**src/rtl/led_pdm_scanner.sv**
```systemverilog
// HUB75 64x64 1:32-scan driver: requests pixels from the painter, converts each
// channel to a bit-reversed-threshold PDM bit and shifts top/bottom pairs into the panel.
module led_pdm_scanner #(
  parameter int unsigned FRAME_BITS = 10,
  parameter int unsigned PAINT_LAT  = 1
) (
  input  logic                  clk,
  input  logic                  reset,
  output logic [FRAME_BITS-1:0] frame,
  output logic [7:0]            subframe,
  output logic [5:0]            x,
  output logic [5:0]            y,
  input  logic [23:0]           rgb24,
  output logic [2:0]            panel_rgb0,
  output logic [2:0]            panel_rgb1,
  output logic [4:0]            panel_addr,
  output logic                  panel_sclk,
  output logic                  panel_latch,
  output logic                  panel_blank
);

  localparam int unsigned N_LAST = 129 + PAINT_LAT;
  localparam int unsigned CW     = $clog2(N_LAST + 1);

  localparam logic [CW-1:0] C_LAST      = CW'(N_LAST);
  localparam logic [CW-1:0] C_LAT       = CW'(PAINT_LAT);
  localparam logic [CW-1:0] C_SAMP_END  = CW'(127 + PAINT_LAT);
  localparam logic [CW-1:0] C_SCLK_BEG  = CW'(2 + PAINT_LAT);
  localparam logic [CW-1:0] C_SCLK_END  = CW'(128 + PAINT_LAT);
  localparam logic [CW-1:0] C_REQ_END   = CW'(127);

  typedef enum logic [1:0] {
    ST_SHIFT,
    ST_BLANK,
    ST_LATCH,
    ST_UNBLANK
  } state_t;

  state_t                r_state;
  state_t                w_state_nxt;
  logic [CW-1:0]         r_n;
  logic [4:0]            r_row;
  logic [2:0]            r_top;
  logic [FRAME_BITS-1:0] r_frame;
  logic [7:0]            r_subframe;
  logic [5:0]            r_x;
  logic [5:0]            r_y;
  logic [2:0]            r_rgb0;
  logic [2:0]            r_rgb1;
  logic [4:0]            r_addr;
  logic                  r_sclk;
  logic                  r_latch;
  logic                  r_blank;

  logic [6:0]            w_n1;
  logic [7:0]            w_thr;
  logic [2:0]            w_pdm;
  logic                  w_shift;
  logic                  w_samp;
  logic                  w_bottom;
  logic                  w_sclk_set;

  always_ff @(posedge clk) begin
    if (reset) r_state <= ST_SHIFT;
    else       r_state <= w_state_nxt;
  end

  always_comb begin
    w_state_nxt = r_state;
    case (r_state)
      ST_SHIFT:   if (r_n == C_LAST) w_state_nxt = ST_BLANK;
      ST_BLANK:   w_state_nxt = ST_LATCH;
      ST_LATCH:   w_state_nxt = ST_UNBLANK;
      ST_UNBLANK: w_state_nxt = ST_SHIFT;
      default:    w_state_nxt = ST_SHIFT;
    endcase
  end

  always_comb begin
    w_thr = '0;
    for (int unsigned i = 0; i < 8; i++) w_thr[i] = r_subframe[7-i];
  end

  assign w_pdm = {rgb24[23:16] > w_thr, rgb24[15:8] > w_thr, rgb24[7:0] > w_thr};

  // Request k = n - PAINT_LAT returns now; odd k is the bottom half of a column.
  assign w_shift    = (r_state == ST_SHIFT);
  assign w_n1       = r_n[6:0] + 7'd1;
  assign w_bottom   = r_n[0] ^ C_LAT[0];
  assign w_samp     = w_shift && (r_n >= C_LAT) && (r_n <= C_SAMP_END);
  assign w_sclk_set = w_shift && (r_n >= C_SCLK_BEG) && (r_n <= C_SCLK_END) && !w_bottom;

  always_ff @(posedge clk) begin
    if (reset) begin
      r_frame    <= '0;
      r_subframe <= '0;
      r_x        <= '0;
      r_y        <= '0;
      r_rgb0     <= '0;
      r_rgb1     <= '0;
      r_addr     <= '0;
      r_sclk     <= 1'b0;
      r_latch    <= 1'b0;
      r_blank    <= 1'b1;
      r_n        <= '0;
      r_row      <= '0;
      r_top      <= '0;
    end else begin
      case (r_state)
        ST_SHIFT: begin
          r_n <= (r_n == C_LAST) ? '0 : r_n + CW'(1);
          if (r_n < C_REQ_END) begin
            r_x <= w_n1[6:1];
            r_y <= {w_n1[0], r_row};
          end
          if (w_samp) begin
            if (w_bottom) begin
              r_rgb0 <= r_top;
              r_rgb1 <= w_pdm;
            end else begin
              r_top <= w_pdm;
            end
          end
          r_sclk <= w_sclk_set;
          if (r_n == C_LAST) r_blank <= 1'b1;
        end
        ST_BLANK: begin
          r_latch <= 1'b1;
          r_addr  <= r_row;
        end
        ST_LATCH: begin
          r_latch <= 1'b0;
          r_blank <= 1'b0;
        end
        ST_UNBLANK: begin
          r_row <= r_row + 5'd1;
          r_x   <= '0;
          r_y   <= {1'b0, r_row + 5'd1};
          if (r_row == 5'd31) begin
            r_subframe <= r_subframe + 8'd1;
            if (r_subframe == 8'hFF) r_frame <= r_frame + FRAME_BITS'(1);
          end
        end
        default: ;
      endcase
    end
  end

  assign frame       = r_frame;
  assign subframe    = r_subframe;
  assign x           = r_x;
  assign y           = r_y;
  assign panel_rgb0  = r_rgb0;
  assign panel_rgb1  = r_rgb1;
  assign panel_addr  = r_addr;
  assign panel_sclk  = r_sclk;
  assign panel_latch = r_latch;
  assign panel_blank = r_blank;

endmodule
```
**config.mk**
```make
export PLATFORM = sky130hd
export DESIGN_NAME = led_pdm_scanner
export DESIGN_NICKNAME = d
export VERILOG_FILES = /design/src/rtl/led_pdm_scanner.sv
export SDC_FILE = /design/constraint.sdc
export NUM_CORES = 1
export LEC_CHECK = 0
export CAP_MARGIN = 10
export CELL_PAD_IN_SITES_DETAIL_PLACEMENT = 0
export CELL_PAD_IN_SITES_GLOBAL_PLACEMENT = 1
export CORE_MARGIN = 3
export CORE_UTILIZATION = 38
export CTS_BUF_LIST = sky130_fd_sc_hd__clkbuf_16
export DETAILED_ROUTE_END_ITERATION = 8
export PLACE_DENSITY_LB_ADDON = 0.08
export SLEW_MARGIN = 10
export SYNTH_ARGS = -nofsm -noshare
export SYNTH_HDL_FRONTEND = slang
export SYNTH_SLANG_ARGS = --single-unit
```
**constraint.sdc**
```tcl
create_clock -name clk -period 2.55 [get_ports clk]
set_input_delay 0.255 -clock clk [delete_from_list [all_inputs] [get_ports clk]]
set_output_delay 0.255 -clock clk [all_outputs]
set_load 0.01 [all_outputs]
```
# --- Word-level counts from Yosys, hierarchy flattened ---
# Index checks and enable logic that the tools add are counted.
word_totals:
  register_bits: 62
  inputBits: 26
  out_inout_bits: 44
  word_cells: 61
classes:
  add_sub_neg: 5
  n_lt_le_gt_ge: 8
  n_eq_ne: 8
  mux: 10
  bitwise: 1
  reduce_logical: 15
ops:
  columns: ["operator", "count"]
  rows:
  - ["$gt A8 B8 Y1", 3]
  - ["$pmux W6 S2", 2]
  - ["$add A8 B1 Y8 const B", 2]
  - ["$eq A8 B8 Y1 const B", 2]
  - ["$le A8 B8 Y1 const B", 2]
  - ["$mux W6", 2]
  - ["$add A10 B1 Y10 const B", 1]
  - ["$reduce_and A3 Y1", 3]
  - ["$ge A8 B1 Y1 const B", 1]
  - ["$ge A8 B2 Y1 const B", 1]
  - ["$lt A8 B7 Y1 const B", 1]
  - ["$mux W8", 1]
  - ["$pmux W2 S4", 1]
  - ["$add A7 B1 Y7 const B", 1]
  - ["$reduce_and A2 Y1", 3]
  - ["$reduce_bool A2 Y1", 3]
  - ["$add A5 B1 Y5 const B", 1]
  - ["$eq A5 B5 Y1 const B", 1]
  - ["$logic_and A1 B1 Y1", 5]
  - ["$eq A2 B2 Y1 const B", 2]
  - ["$ne A2 B1 Y1 const B", 2]
  - ["$pmux W1 S2", 2]
  - ["$eq A2 B1 Y1 const B", 1]
  - ["$logic_not A2 Y1", 1]
  - ["other kinds (3)", 3]

# --- Logic depth before layout (Yosys ltp) ---
logic_depth:
  depth_word: 4
  ltp_mapped: 9
  mapped_depth_nobuf: 8

# --- Worst setup path after synthesis ---
# OpenSTA, ideal clock, no wires.
synth_path:
  path_type: "flip-flop to flip-flop"
  from: "register r_row[0]"
  to: "register r_frame[7] (netlist: frame[7])"
  setup_ps: 128
  arrival_time_ps: 1769
  required_time_ps: 2422
  path_slack_ps: 653
  stages_incl_launch_ff: 9
  n_path_buf: 0
  synth_period_minus_slack_ps: 1897
  cell_sequence: "dfxtp_1 ha_1 and3_1 ha_1 nand3_1 nor4_4 nand4_1 xor2_1 nor2_1"
synth_between:
  elab_chain_cells: 2
synth_rtl:
  columns: ["item", "line_no", "source"]
  rows:
  - ["from (decl)", "42", "logic [4:0] r_row;"]
  - ["from (signal assigned)", "136", "r_row <= r_row + 5'd1;"]
  - ["$eq A5 B5 Y1", "139", "if (r_row == 5'd31) begin"]
  - ["$reduce_and A3 Y1 (no source line)", null, null]
  - ["to (signal assigned)", "141", "if (r_subframe == 8'hFF) r_frame <= r_frame + FRAME_BITS'(1);"]
  - ["to (decl)", "44", "logic [FRAME_BITS-1:0] r_frame;"]
# Every way passes these cells.
# A chain may end at the register's enable or synchronous reset.

# --- Final worst setup path ---
layout_path:
  from: "register r_row[0]"
  to: "register r_frame[9] (netlist: frame[9])"
# The elaborated chain is that of the path after synthesis.

==> PnR_summary.wiki <==
{| class="wikitable"
! Metric !! Value
|-
| Number of pins with negative max-slew slack in the final report || 0
|-
| Final standard cell area without fillers || 4340 um2
|-
| Startpoint of the worst setup timing path || r_row[0]$_SDFFE_PP0P_
|-
| Mean number of vias per cell || 5.04
|-
| Final hold violations || 0
|-
| Share of final-layout standard cells stronger than drive strength 1 || 7.08%
|-
| Height of the chip || 99.1 um
|-
| Final core area utilization || 52.3%
|-
| Period utilization || 85.3%
|-
| Mean Syn Cell Area || 9.07 um2
|-
| Final RePlAce weighted congestion || 0.805
|-
| Cells after synthesis || 363
|-
| Number of antenna violations at the first check in global routing || 0
|-
| Clock buffer count from CTS || 9
|-
| Cell type contributing the most total cell area after synthesis || sky130_fd_sc_hd__dfxtp_1
|-
| Final WL || 7.55 mm
|-
| Initial cell density of the core || 39.7%
|-
| Count of flip-flops with a built-in enable after synthesis || 0
|-
| Die area || 9820 um2
|-
| Max incr delay on CP || 0.51 ns
|-
| Number of placed instances with taps included || 529
|-
| Total number of cells along the worst setup path || 8
|-
| Setup repair after global routing missed its margin || false
|-
| Relative slew slack || 59.5%
|-
| Largest cells by area after synthesis || sky130_fd_sc_hd__dfxtp_1 (38%), sky130_fd_sc_hd__ha_1 (14%), sky130_fd_sc_hd__nor2_1 (5.8%)
|-
| Number of standard cells in the final layout excluding fillers || 543
|-
| Worst-skew pair later-pin latency || 0.32 ns
|-
| Final antenna-violating net count || 0
|-
| Final count of negative-setup-slack endpoints || 0
|-
| Clock H-tree levels || 3
|-
| Nets in the synthesized netlist || 426
|-
| Fraction of registers with async set or reset after synthesis || 0%
|-
| Area inside the core boundary || 8300 um2
|-
| # nets final || 498
|-
| GR Overflow Total || 0
|-
| WL/cell || 13.9 um
|-
| Result of the run || finished clean
|-
| Row count || 33
|-
| Fmax || 0.460 GHz
|-
| Leak pwr || 1.69 nW
|-
| Starting DRT DRC Count || 92
|-
| Layout area overhead || 31.8%
|-
| Detailed-route DRC error count || 0
|-
| Primary FF master, synth || sky130_fd_sc_hd__dfxtp_1
|-
| Post-cts gate resize count || 0
|-
| Cell count of the worst reg-to-reg path || 8
|-
| Wire length of the first global-routing pass || 12.8 mm
|-
| Nature of the critical path startpoint || flop
|-
| Largest net degree at the start of global routing || 26
|-
| Total global routing track utilization || 16.1%
|-
| Synth warn || 0
|-
| Aggregate negative setup slack || 0 ns
|-
| Cells along the critical path || ha_1 > and3_1 > ha_1 > nand3_1 > nor4_4 > nand4_1 > xor2_1 > nor2_1
|-
| Area after detailed placement || 4090 um2
|-
| Via count of the first global-routing pass || 2710
|-
| Highest net fanout along the worst path || 10
|-
| Worst EP arrival || 2.37 ns
|-
| Minimum setup slack in the final design || 0.376 ns
|-
| Final HPWL DP || 5.62 mm
|-
| Power density over the cells || 717 nW/um2
|-
| Min cycle time layout || 2.17 ns
|-
| Slowest cell on the critical path || sky130_fd_sc_hd__nor4_4
|-
| CTS clock-pin slew for the worst setup and hold paths || 0.05 ns
|-
| Maximum number of buffers from clock root to sink || 2
|-
| Part of the Yosys area used for sequential elements || 37.7%
|-
| Setup Skew || 0.00643 ns
|-
| Flop2flop setup slack || 0.38 ns
|-
| Most numerous cell in the Yosys netlist || sky130_fd_sc_hd__dfxtp_1
|-
| Count of buffers inserted at the top-level ports || 69
|-
| Placement Setup Slack || 0.361 ns
|-
| Worst reg2reg endpoint || frame[9]$_SDFFE_PP0P_
|-
| Crit path top cell by count || sky130_fd_sc_hd__ha_1
|-
| Endpoint kind of the worst setup timing path || flop
|-
| Final total power || 3.11 mW
|-
| Critical path's top delay family || simple AND/OR/NAND/NOR gates
|-
| Class of the worst hold path || in -> reg
|-
| Root buffer cell || sky130_fd_sc_hd__clkbuf_16
|-
| Ant diodes || 0
|-
| Capturing element of the worst setup path || frame[9]$_SDFFE_PP0P_
|-
| Total via count after detailed routing || 2736
|-
| Hold Worst Slack || 0.309 ns
|-
| Worst-Margin Slew || 0.604 ns
|-
| Top cell types by occurrence after synthesis || sky130_fd_sc_hd__dfxtp_1 (62), sky130_fd_sc_hd__nor2_1 (51), sky130_fd_sc_hd__ha_1 (37), sky130_fd_sc_hd__inv_1 (20), sky130_fd_sc_hd__a21oi_1 (19)
|-
| Highest ir drop seen on vdd || 387 uV
|-
| Clock sink count || 62
|-
| Worst flop-to-flop path startpoint || r_row[0]$_SDFFE_PP0P_
|-
| Crit path buffers/inverters || 0
|-
| Number of setup buffers added after CTS || 0
|-
| Classification of the worst setup path || reg -> reg
|-
| Number of max-cap violations || 0
|-
| CTS tree || built
|-
| Summed instance area of the synthesized netlist || 3290 um2
|-
| Length of the first detailed-routing pass in iterations || 4
|-
| Count of distinct cell types in the synthesized netlist || 45
|-
| Flip-flop and latch count after synthesis || 62
|-
| Number of top-level design ports || 70
|-
| Worst endpoint required time || 2.75 ns
|-
| Hold-fix buffers, CTS || 0
|-
| Yosys top cell area share || 37.7%
|-
| Die Span X || 99.1 um
|}
-- how the worst min path moves through the flow --
stage,slack [ns],end,start,cells after the start
floorplan,0.46,r_top[0]$_SDFFE_PP0P_,r_top[0]$_SDFFE_PP0P_,2
global placement,0.45,panel_sclk$_SDFFE_PP0N_,panel_sclk$_SDFFE_PP0N_,2
detailed placement,0.46,panel_sclk$_SDFFE_PP0N_,panel_sclk$_SDFFE_PP0N_,2
CTS,0.29,panel_rgb0[1]$_SDFFE_PP0P_,reset,2
global route,0.34,panel_rgb0[1]$_SDFFE_PP0P_,reset,2
finish,0.31,panel_rgb0[1]$_SDFFE_PP0P_,reset,2
-- sequential cells by signal (all words and copies together), names as in the netlist, 3 cells and up --
register / count
frame: 10
panel_addr: 5
panel_rgb0: 3
panel_rgb1: 3
r_n: 8
r_row: 5
r_top: 3
subframe: 8
x: 6
y: 6
-- final cells by class --
type,count,area (um2)
Inverter,20,75.1
Fill cell,800,3960
Clock buffer,9,225
Timing Repair Buffer,76,738
Sequential cell,62,1240
Multi-Input combinational cell,266,1910
Clock inverter,5,20.0
Tap cell,105,131
-- per-layer routing --
metal / track usage (%) / vias up / wire length (um)
met1: 22.5 / 1246 / 3880
li1: - / 1438 / -
met5: 0 / - / 0
met2: 24.1 / 45 / 3300
met4: 6.30 / 0 / 77
met3: 3.54 / 7 / 298
-- report_power, final --
part	switching, mW	internal, mW
combinational	0.491	0.432
clock	0.385	0.629
sequential	0.0871	1.09
-- cell usage in the layout, fill, tap and decap left out, types with 4 or more instances in the layout --
cell / Yosys / routed
sky130_fd_sc_hd__a211oi_1: 6 / 6
sky130_fd_sc_hd__a21oi_1: 19 / 19
sky130_fd_sc_hd__a22o_1: 4 / 4
sky130_fd_sc_hd__a22oi_1: 6 / 6
sky130_fd_sc_hd__and3_1: 6 / 6
sky130_fd_sc_hd__buf_4: 1 / 7
sky130_fd_sc_hd__clkbuf_16: 0 / 9
sky130_fd_sc_hd__clkdlybuf4s50_1: 0 / 68
sky130_fd_sc_hd__dfxtp_1: 62 / 62
sky130_fd_sc_hd__ha_1: 37 / 37
sky130_fd_sc_hd__inv_1: 20 / 21
sky130_fd_sc_hd__mux2i_1: 11 / 11
sky130_fd_sc_hd__nand2_1: 15 / 15
sky130_fd_sc_hd__nand3_1: 9 / 9
sky130_fd_sc_hd__nand3b_1: 6 / 6
sky130_fd_sc_hd__nand4_1: 18 / 18
sky130_fd_sc_hd__nor2_1: 51 / 51
sky130_fd_sc_hd__nor2b_1: 6 / 6
sky130_fd_sc_hd__nor3_1: 5 / 5
sky130_fd_sc_hd__o21ai_0: 8 / 8
sky130_fd_sc_hd__o22ai_1: 4 / 4
sky130_fd_sc_hd__o31ai_1: 7 / 7
sky130_fd_sc_hd__xnor2_1: 13 / 13
sky130_fd_sc_hd__xor2_1: 9 / 9
-- worst register-to-register path, stage by stage, from the launching register on --
cell,delay [ns]
sky130_fd_sc_hd__dfxtp_1,0.39
sky130_fd_sc_hd__ha_1,0.18
sky130_fd_sc_hd__and3_1,0.16
sky130_fd_sc_hd__ha_1,0.18
sky130_fd_sc_hd__nand3_1,0.21
sky130_fd_sc_hd__nor4_4,0.51
sky130_fd_sc_hd__nand4_1,0.21
sky130_fd_sc_hd__xor2_1,0.17
sky130_fd_sc_hd__nor2_1,0.05
-- kinds of logic after synthesis --
kind of cell,synth area share (%)
compound gates,14.9
fa+ha+maj,14.1
flops,37.7
mux,3.34
buf+inv,4.37
xor+xnor,5.85
simple gates,19.8
Power figures use the tool's default switching activity.
